===== config.mk =====
export PLATFORM = sky130hd
export DESIGN_NAME = hc595_driver_flat
export DESIGN_NICKNAME = d
export VERILOG_FILES = /design/src/rtl/hc595_pkg.sv /design/src/rtl/hc595_if.sv /design/src/rtl/hc595_tick_gen.sv /design/src/rtl/hc595_driver.sv /design/src/flat_wrapper.sv
export SDC_FILE = /design/constraint.sdc
export NUM_CORES = 1
export LEC_CHECK = 0
export CAP_MARGIN = 20
export CORE_MARGIN = 3
export CORE_UTILIZATION = 50
export CTS_BUF_LIST = sky130_fd_sc_hd__clkbuf_16
export CTS_CLUSTER_DIAMETER = 30
export DETAILED_ROUTE_END_ITERATION = 10
export GPL_ROUTABILITY_DRIVEN = 1
export PLACE_DENSITY_LB_ADDON = 0.3
export RECOVER_POWER = 25
export SLEW_MARGIN = 20
export SYNTH_ARGS = -nofsm -noshare
export SYNTH_HDL_FRONTEND = slang
export SYNTH_SLANG_ARGS = --single-unit

===== constraint.sdc =====
create_clock -name clk -period 6.4 [get_ports clk]
set_input_delay 1.28 -clock clk [delete_from_list [all_inputs] [get_ports clk]]
set_output_delay 1.28 -clock clk [all_outputs]
set_load 0.1 [all_outputs]

===== src/rtl/hc595_pkg.sv =====
// Shared types and helpers for the 74HC595 chain driver.
// Frame layout puts dp/seg in the far 595 and sel in the near one.
package hc595_pkg;

    localparam int FRAME_W = 16;

    typedef enum logic [2:0] {
        IDLE,
        SHIFT_LO,
        SHIFT_HI,
        LATCH_HI,
        LATCH_LO
    } state_e;

    function automatic logic [FRAME_W-1:0] pack_frame(
        input logic       dp,
        input logic [6:0] seg,
        input logic [7:0] sel
    );
        return {dp, seg, sel};
    endfunction

endpackage


===== src/rtl/hc595_if.sv =====
// Scanner-side inputs and 595-side outputs of the chain driver.
// The driver takes the slave view; the scan stage/board takes master.
interface hc595_if;

    logic [7:0] sel;
    logic [6:0] seg;
    logic       dp;
    logic       en;
    logic       ds;
    logic       shcp;
    logic       stcp;
    logic       oe_n;
    logic       busy;

    modport master (
        output sel, seg, dp, en,
        input  ds, shcp, stcp, oe_n, busy
    );

    modport slave (
        input  sel, seg, dp, en,
        output ds, shcp, stcp, oe_n, busy
    );

endinterface


===== src/rtl/hc595_tick_gen.sv =====
// Shift-tick divider: counts 0..CLK_DIV-1 while running.
// Held at zero by a synchronous clear while the driver is idle.
module hc595_tick_gen #(
    parameter int CLK_DIV = 2
) (
    input  logic clk,
    input  logic rst_n,
    input  logic clr_i,
    output logic tick_o
);

    localparam logic [7:0] LAST = 8'(CLK_DIV - 1);

    logic [7:0] cnt_q;
    logic [7:0] cnt_d;

    always_comb begin
        cnt_d = cnt_q + 8'd1;
        if (clr_i || cnt_q == LAST) begin
            cnt_d = '0;
        end
    end

    always_ff @(posedge clk or negedge rst_n) begin
        if (!rst_n) begin
            cnt_q <= '0;
        end else begin
            cnt_q <= cnt_d;
        end
    end

    assign tick_o = !clr_i && (cnt_q == LAST);

endmodule


===== src/rtl/hc595_driver.sv =====
// Serialises {dp, seg, sel} into two chained 74HC595s on change.
// All pin outputs come straight from flops.
module hc595_driver #(
    parameter int CLK_DIV = 2,
    parameter int FRAME_W = 16
) (
    input  logic    clk,
    input  logic    rst_n,
    hc595_if.slave  bus
);

    import hc595_pkg::*;

    localparam int BW = $clog2(FRAME_W);
    localparam logic [BW-1:0] LAST_BIT = BW'(FRAME_W - 1);

    state_e             state_q;
    logic [FRAME_W-1:0] sr_q;
    logic [FRAME_W-1:0] last_q;
    logic               valid_q;
    logic [BW-1:0]      bit_q;
    logic               ds_q;
    logic               shcp_q;
    logic               stcp_q;
    logic               oe_n_q;
    logic               busy_q;
    logic               tick;
    logic [FRAME_W-1:0] frame;

    assign frame = pack_frame(bus.dp, bus.seg, bus.sel);

    hc595_tick_gen #(
        .CLK_DIV (CLK_DIV)
    ) u_tick (
        .clk    (clk),
        .rst_n  (rst_n),
        .clr_i  (state_q == IDLE),
        .tick_o (tick)
    );

    always_ff @(posedge clk or negedge rst_n) begin
        if (!rst_n) begin
            state_q <= IDLE;
            sr_q    <= '0;
            last_q  <= '0;
            valid_q <= 1'b0;
            bit_q   <= '0;
            ds_q    <= 1'b0;
            shcp_q  <= 1'b0;
            stcp_q  <= 1'b0;
            oe_n_q  <= 1'b1;
            busy_q  <= 1'b0;
        end else begin
            oe_n_q <= ~bus.en;
            unique case (state_q)
                IDLE: begin
                    shcp_q <= 1'b0;
                    stcp_q <= 1'b0;
                    if (!valid_q || frame != last_q) begin
                        sr_q    <= frame;
                        last_q  <= frame;
                        valid_q <= 1'b1;
                        bit_q   <= '0;
                        busy_q  <= 1'b1;
                        ds_q    <= frame[FRAME_W-1];
                        state_q <= SHIFT_LO;
                    end else begin
                        busy_q <= 1'b0;
                    end
                end
                SHIFT_LO: begin
                    if (tick) begin
                        shcp_q  <= 1'b1;
                        state_q <= SHIFT_HI;
                    end
                end
                SHIFT_HI: begin
                    if (tick) begin
                        shcp_q <= 1'b0;
                        sr_q   <= sr_q << 1;
                        ds_q   <= sr_q[FRAME_W-2];
                        bit_q  <= bit_q + 1'b1;
                        // Latch strobe rises as the last bit's shcp falls
                        if (bit_q == LAST_BIT) begin
                            stcp_q  <= 1'b1;
                            state_q <= LATCH_HI;
                        end else begin
                            state_q <= SHIFT_LO;
                        end
                    end
                end
                LATCH_HI: begin
                    if (tick) begin
                        stcp_q  <= 1'b0;
                        state_q <= LATCH_LO;
                    end
                end
                LATCH_LO: begin
                    if (tick) begin
                        busy_q  <= 1'b0;
                        state_q <= IDLE;
                    end
                end
                default: begin
                    state_q <= IDLE;
                end
            endcase
        end
    end

    assign bus.ds   = ds_q;
    assign bus.shcp = shcp_q;
    assign bus.stcp = stcp_q;
    assign bus.oe_n = oe_n_q;
    assign bus.busy = busy_q;

endmodule


===== src/flat_wrapper.sv =====
// flat-port wrapper written by rule: the top's interface ports become plain ports
module hc595_driver_flat import hc595_pkg::*;
#(
    parameter int CLK_DIV = 2,
    parameter int FRAME_W = 16
)
  (clk, rst_n, bus_sel, bus_seg, bus_dp, bus_en, bus_ds, bus_shcp, bus_stcp, bus_oe_n, bus_busy);
  hc595_if bus_i ();
  input  logic clk;
  input  logic rst_n;
  input wire logic [$bits(bus_i.sel)-1:0] bus_sel;
  input wire logic [$bits(bus_i.seg)-1:0] bus_seg;
  input wire logic [$bits(bus_i.dp)-1:0] bus_dp;
  input wire logic [$bits(bus_i.en)-1:0] bus_en;
  output wire logic [$bits(bus_i.ds)-1:0] bus_ds;
  output wire logic [$bits(bus_i.shcp)-1:0] bus_shcp;
  output wire logic [$bits(bus_i.stcp)-1:0] bus_stcp;
  output wire logic [$bits(bus_i.oe_n)-1:0] bus_oe_n;
  output wire logic [$bits(bus_i.busy)-1:0] bus_busy;
  assign bus_i.sel = bus_sel;
  assign bus_i.seg = bus_seg;
  assign bus_i.dp = bus_dp;
  assign bus_i.en = bus_en;
  assign bus_ds = bus_i.ds;
  assign bus_shcp = bus_i.shcp;
  assign bus_stcp = bus_i.stcp;
  assign bus_oe_n = bus_i.oe_n;
  assign bus_busy = bus_i.busy;
  hc595_driver #(.CLK_DIV(CLK_DIV), .FRAME_W(FRAME_W)) u_core (.clk(clk), .rst_n(rst_n), .bus(bus_i));
endmodule

After elaboration in Yosys (flattened, before gate mapping)
Cells that the tools add are included.

Logic and storage cells: 68. Bits in registers: 52. Bits of input ports: 19. Output and inout bits: 5.

Muxes and demuxes: 25. Bitwise operators: 1. Reduce and logical (&&, ||, !) cells: 16. Equality and inequality tests: 13. $add $sub $neg: 2.

Operators by type and width (number): 15-bit two-way mux (2); 15-bit one-hot mux with 2 select lines (1); 16-bit inequality test (1); 3-bit two-way mux (5); 3-bit one-hot mux with 5 select lines (1); 2-bit by 1-bit inequality test with 1-bit output (second input constant) (6); 8-bit by 1-bit adder with 8-bit output (second input constant) (1); 8-bit by 1-bit equality test with 1-bit output (second input constant) (1); 4-bit two-way mux (2); 8-bit two-way mux (1); 4-bit one-hot mux with 2 select lines (1); 1-bit two-way mux (7); 3-bit by 2-bit equality test with 1-bit output (second input constant) (2); 1-bit one-hot mux with 3 select lines (2); 3-bit AND reduction (2); 3-bit nonzero test (2); 5-bit AND reduction (1); 4-bit by 1-bit adder with 4-bit output (second input constant) (1); 4-bit equality test (second input constant) (1); 1-bit one-hot mux with 2 select lines (2); 2-bit AND reduction (2); 4-bit AND reduction (1); 2-bit nonzero test (2); 3-bit by 1-bit equality test with 1-bit output (second input constant) (1); 7 further kinds (9).

Depth between registers and ports, before layout
Gate-level depths: netlist of the first run.

Depth after elaboration: 5. Gate-level depth with buffers: 9.

Cells and area by module
Synthesis of the first run repeated with hierarchy kept, for this count alone.

Cell total of the unflattened synthesis: 288. Area, all modules: 2798.9 um2.

Modules (own cells, without submodules): hc595_driver (instances 1, area an instance 2402.3 um2, cells an instance 248); hc595_tick_gen (instances 1, area an instance 396.6 um2, cells an instance 40).

Worst setup path before layout of the first run
Ideal clock, no wire load.

Path type: input-to-reg. Start: input bus_sel[4]. End: register u_core.last_q[0]. Arrival time: 2657 ps. Path buffers: 1. Setup slack: 3618 ps. Stages on the path: 6. Path through: xnor2_1 nand4_1 nor3_2 a21oi_1 buf_2 mux2_2.

Word-level cells in the longest chain between the ends: 3.

Ends and longest elaborated chain: from (decl) (RTL line flat_wrapper.sv:11) `input wire logic [$bits(bus_i.sel)-1:0] bus_sel;`; 16-bit inequality test (RTL line hc595_driver.sv:59) `if (!valid_q || frame != last_q) begin`; 1-bit logical OR (RTL line hc595_driver.sv:59); 2-bit AND reduction (no source line); to (signal assigned) (RTL line hc595_driver.sv:61) `last_q <= frame;`; to (decl) (RTL line hc595_driver.sv:19) `logic [FRAME_W-1:0] last_q;`.

Every way passes these cells. A chain may end at the register's enable or synchronous reset.

==> results of run 1 <==
[final timing paths]
kind,startpoint,to,slack [ps],depth (start not counted)
min in group asynchronous,rst_n,u_core.u_tick.cnt_q[0],1950,2
max in group clk,bus_seg[0],u_core.last_q[13],3180,7
worst max-delay path,rst_n,u_core.last_q[7],2880,2
worst min-delay path,u_core.bus.busy,u_core.bus.busy,490,1
worst max register to register,u_core.state_q[1],u_core.bus.ds,3540,5
worst min register to register,u_core.bus.busy,u_core.bus.busy,490,1
[state kept, by name, indices dropped and copies added (netlist names), 3 cells and up]
name,flops
u_core.last_q,16
u_core.u_tick.cnt_q,8
u_core.sr_q,15
u_core.state_q,3
u_core.bit_q,4
[placed cells by master, fill, tap and decap left out, types with 5 or more instances in the layout]
| cell | netlist | layout |
|---|---|---|
| a211oi_1 | 15 | 15 |
| nor3_1 | 5 | 5 |
| dfrtp_1 | 51 | 51 |
| nand2_1 | 9 | 9 |
| o21ai_0 | 7 | 7 |
| clkbuf_16 | 0 | 5 |
| mux2_2 | 16 | 16 |
| mux2i_1 | 16 | 16 |
| a22o_1 | 10 | 10 |
| xnor2_1 | 17 | 17 |
| a211o_1 | 15 | 15 |
| nor2_1 | 13 | 13 |
| xor2_1 | 5 | 5 |
| nand4_1 | 5 | 5 |
| clkdlybuf4s50_1 | 0 | 21 |
| inv_1 | 4 | 5 |
| nand3_1 | 12 | 12 |
| a32o_1 | 6 | 6 |
[stage by stage]
| step | std cells | setup slack, ps | util | total power, W | hold slack, ps |
|---|---|---|---|---|---|
| after CTS | 348 | 3180 | 0.614 | 0.000688 | 502 |
| after floorplan | 263 | 3620 | - | 0.000366 | 457 |
| after detailed placement | 340 | 2890 | 0.583 | 0.000393 | 487 |
| after global placement | 340 | 2530 | 0.582 | 0.000392 | 490 |
| after global routing | 348 | 2320 | 0.613 | 0.000705 | 536 |
| final | 348 | 2880 | 0.613 | 0.000681 | 494 |
[routing by layer]
| layer | wire [um] | up-vias | GRT usage | share of wire |
|---|---|---|---|---|
| met4 | 42 | 0 | 0.0532 | 0.0071 |
| met3 | 296 | 4 | 0.0340 | 0.050 |
| met1 | 2890 | 1049 | 0.287 | 0.49 |
| li1 | - | 1013 | - | - |
| met5 | 0 | - | 0 | 0 |
| met2 | 2660 | 56 | 0.267 | 0.45 |
[cell families after synthesis]
| group | share of synthesized area |
|---|---|
| flops | 0.454 |
| mux | 0.119 |
| simple gates | 0.114 |
| xor+xnor | 0.0671 |
| compound gates | 0.194 |
| fa+ha+maj | 0.0131 |
| buf+inv | 0.0401 |
[final cells by class]
type / count / area, um2
multi-input cells: 188 / 1460
well taps: 70 / 87.6
fillers: 440 / 2070
clock buffers: 5 / 125
clock inverters: 3 / 38.8
repair buffers: 26 / 244
inverters: 4 / 15.0
flip-flops and latches: 52 / 1300
[power by group through the flow]
stage	clock (W)	combinational (W)	sequential [W]
after floorplan	0	0.0000197	0.000347
after global placement	0	0.0000480	0.000344
after detailed placement	0	0.0000488	0.000345
after CTS	0.000301	0.0000491	0.000338
after global routing	0.000314	0.0000524	0.000339
final	0.000295	0.0000480	0.000338
==> results.cfg, run 1 <==
[clock_tree]
postCtsSetupBuffers = 0
cts_hold_buf = 0
clock_sinks = 52
cts.clk_slew.worst_paths_ps = 60
cts_tree = yes
cts-buffers-inserted = 5
htreeDepth = 2
ctsResizeCount = 0
cts_max_path_buffers = 2
clk_latency_ps = 290
clockRootBuffer = clkbuf_16

[placement]
port_buffers = 23
place_area_um2 = 3110
dp_hpwl_um = 4000
place.gp.congestion = 0.782

[route]
drc = 0
routed_wl_um = 5890
drt_iter0_drc = 199
drt_pass1_iterations = 4
final_antenna_net_count = 0
viasPerCell = 6.10
route.vias.total = 2122
wl_per_cell_um = 16.9

[synth]
yosysUniqueCellTypes = 44
synthCells = 263
netlist_area_um2 = 2870
synth_most_common_cell = dfrtp_1
yosysTopAreaCell = dfrtp_1
syn-num-nets = 285
yosys_warnings = 0
async_flop_share = 1.00
synthFlopType = dfrtp_1
synth_common_cells = 51 x dfrtp_1, 17 x xnor2_1, 16 x mux2_2, 16 x mux2i_1
ys_top_cells_by_area = dfrtp_1 44%, mux2_2 6.3%, mux2i_1 5.6%, xnor2_1 5.2%, a211o_1 4.6%
syn-mean-instance-area_um2 = 10.9
synth_edf_count = 0
ys_ff_latch = 52
synth_top_area_share = 0.445
ys_seq_area_frac = 0.454

[critical_path]
path_delay_family = buffers and inverters
cp.required_ps = 6200
worstPathCellList = buf_2 > clkbuf_1
crit_slowest_cell = clkbuf_1
startpoint_type = primary input
path_class = primary input to asynchronous set/reset pin
end_kind = asynchronous set/reset pin
critPathBufInv = 2
worstPathMaxFanout = 52
cpPeakStageDelay_ps = 1930
crit_arrival_ps = 3320

[timing]
finalSetupViolations = 0
slew_headroom = -0.830
worst_pin_slew_ps = 2740
finClkSkew_ps = 6.60
min_period_ps = 3520
fmax_mhz = 284
rsz0062_at_grt = no
slew_violations = 53
hold_violations = 0
period_share = 0.550
final.setup.tns_ps = 0

[floorplanning]
coreArea_um2 = 5340
rows = 26
fp.dieW_um = 81.8
start_util = 0.538
pin_count = 24
die_y_um = 81.8
dieArea_um2 = 6690

[final_layout]
final_cell_area_um2 = 3270
syn_to_final_growth_pct = 13.9
diodes = 0
layout-drive-gt1-share = 0.129
final_nets = 299

[power_and_ir_drop]
p_comb_frac = 0.070
switchingPower_w = 0.000141
peakVddDrop_v = 0.000144
clockPowerShare = 0.433
switching_share = 0.207
p_leak_nw = 1.26
intPower_w = 0.000540
pwr-share-seq = 0.497
power.density_nw_per_um2 = 208

[global_routing]
grt_usage = 0.187
grt_pass1_vias = 1944
grt_pass1_wl_um = 9590
grt_max_degree = 53
antenna_found_initial = 0
grt-ovfl-total = 0

[status]
violations = capacitance limit, slew limit
status = finished, violations left

[job]
cap_violations = 1

[worst_hold_path]
hold_path_class = flip-flop to flip-flop
Power figures use the tool's default switching activity.
==> run 2: changes to the inputs <==
Clock period 6.4 ns to 3.62 ns, I/O delays scaled along.
==> run 2 against run 1 <==
  * The run still ends with capacitance limit, slew limit left
  * Largest power group unchanged
  * Final cell count rose by 0.86%
  * Global-route usage rose by 1.7 points
  * Clock power rose by 83%
==> results.cfg, run 2 (same netlist as run 1, synthesis figures left out) <==
[status]
status = finished, violations left
violations = capacitance limit, slew limit

[timing]
hold_slack_ps = 512
worst_pin_slew_ps = 1640
setup_slack_ps = 961
period_share = 0.735
finClkSkew_ps = 9.87
rsz0062_at_grt = no
min_period_ps = 2660
slew_headroom = -0.0964
final.setup.tns_ps = 0
fmax_mhz = 376
hold_violations = 0
finalSetupViolations = 0
slew_violations = 32

[final_layout]
layout-drive-gt1-share = 0.135
top_register = u_core.last_q
final-seq-area_um2 = 1300
nFillCells = 477
reg_top3 = u_core.last_q (16), u_core.sr_q (15), u_core.u_tick.cnt_q (8)
syn_to_final_growth_pct = 14.8
largest_reg_flops = 16
final_cell_mix = 51 x dfrtp_1, 21 x clkdlybuf4s50_1, 17 x xnor2_1
multi_input_area_um2 = 1450
final_nets = 302
final_common_cell = dfrtp_1
diodes = 0

[global_routing]
antenna_found_initial = 0
grt_pass1_wl_um = 10500
grt-ovfl-total = 0
grt_max_degree = 32
grt_usage = 0.204
grt_pass1_vias = 2132

[clock_tree]
clk_latency_ps = 290
cts_hold_buf = 0
clockRootBuffer = clkbuf_16
postCtsSetupBuffers = 0
cts_tree = yes
ctsResizeCount = 0
cts-buffers-inserted = 5
clock_sinks = 52
cts.clk_slew.worst_paths_ps = 70
cts_max_path_buffers = 2
htreeDepth = 2

[floorplanning]
dieArea_um2 = 6690
die_y_um = 81.8
rows = 26
coreArea_um2 = 5340
start_util = 0.538
fp.dieW_um = 81.8
pin_count = 24

[job]
cap_violations = 1

[route]
wl_per_cell_um = 17.5
route.vias.total = 2100
drt_iter0_drc = 187
routed_wl_um = 6150
viasPerCell = 5.98
drt_pass1_iterations = 4
final_antenna_net_count = 0
drc = 0

[placement]
dp_hpwl_um = 4030
port_buffers = 23
place.gp.congestion = 0.769
pre_cts_slack_ps = 899

[power_and_ir_drop]
p_total_w = 0.00122
peakVddDrop_v = 0.000247
p_leak_nw = 1.27
power.density_nw_per_um2 = 371

[critical_path]
cp.required_ps = 2900
end_kind = output pin
worstPathMaxFanout = 1
critPathBufInv = 1
path_depth = 1
startpoint_type = flip-flop
worstPathCellList = clkdlybuf4s50_1
cpPeakStageDelay_ps = 1120
path_delay_family = buffers and inverters
crit_slowest_cell = clkdlybuf4s50_1
crit_arrival_ps = 1940
path_class = flip-flop to output pin
ff2ff_path_depth = 7

[worst_hold_path]
whs_path_depth = 1
hold_path_class = flip-flop to flip-flop
run 2: path summary, 6_finish.rpt:
path                                   startpoint          endpoint  slack, ps
setup / recovery                  u_core.bus.oe_n          bus_oe_n        960
hold / removal                    u_core.bus.busy   u_core.bus.busy        510
setup reg to reg           u_core.u_tick.cnt_q[1]   u_core.sr_q[13]       1050
hold reg to reg                   u_core.bus.busy   u_core.bus.busy        510
max in group asynchronous                   rst_n  u_core.last_q[3]       1680
min in group asynchronous                   rst_n    u_core.valid_q        850
run 2: power by group:
group / leakage, nW / total [W] / switching, W / internal, W
sequential: 0.593 / 0.000598 / 0.00000689 / 0.000591
clock: 0.0856 / 0.000540 / 0.000214 / 0.000326
combinational: 0.596 / 0.0000846 / 0.0000431 / 0.0000414
run 2: routing by layer:
layer	GRT usage	part of all wire	wire length, um	vias to the layer above
met2	0.317	0.47	2910	31
li1	-	-	-	1020
met3	0.0362	0.035	218	6
met4	0.0648	0.0099	61	0
met1	0.290	0.48	2960	1043
met5	0	0	0	-
run 2: cell type report:
class / count / area share
clock buffer: 5 / 0.0380
inverter: 4 / 0.00456
clock inverter: 3 / 0.0129
tap: 70 / 0.0266
multi-input combinational: 188 / 0.441
timing repair buffer: 29 / 0.0817
sequential: 52 / 0.395
run 2: per-stage QoR:
stage | cells | cell area [um2] | utilization
final | 351 | 3290 | 0.617
after global routing | 351 | 3290 | 0.617
after CTS | 351 | 3300 | 0.618
after detailed placement | 343 | 3130 | 0.586
after global placement | 343 | 3130 | 0.586
after floorplan | 263 | 2870 | -
run 2: worst reg2reg max path, cell delays in order, from the launching register on:
cell and delay [ps]:
dfrtp_1 420, inv_1 70, ha_1 120, or4b_4 470, or2_1 440, a21o_4 410
a32o_1 250, a211o_1 280
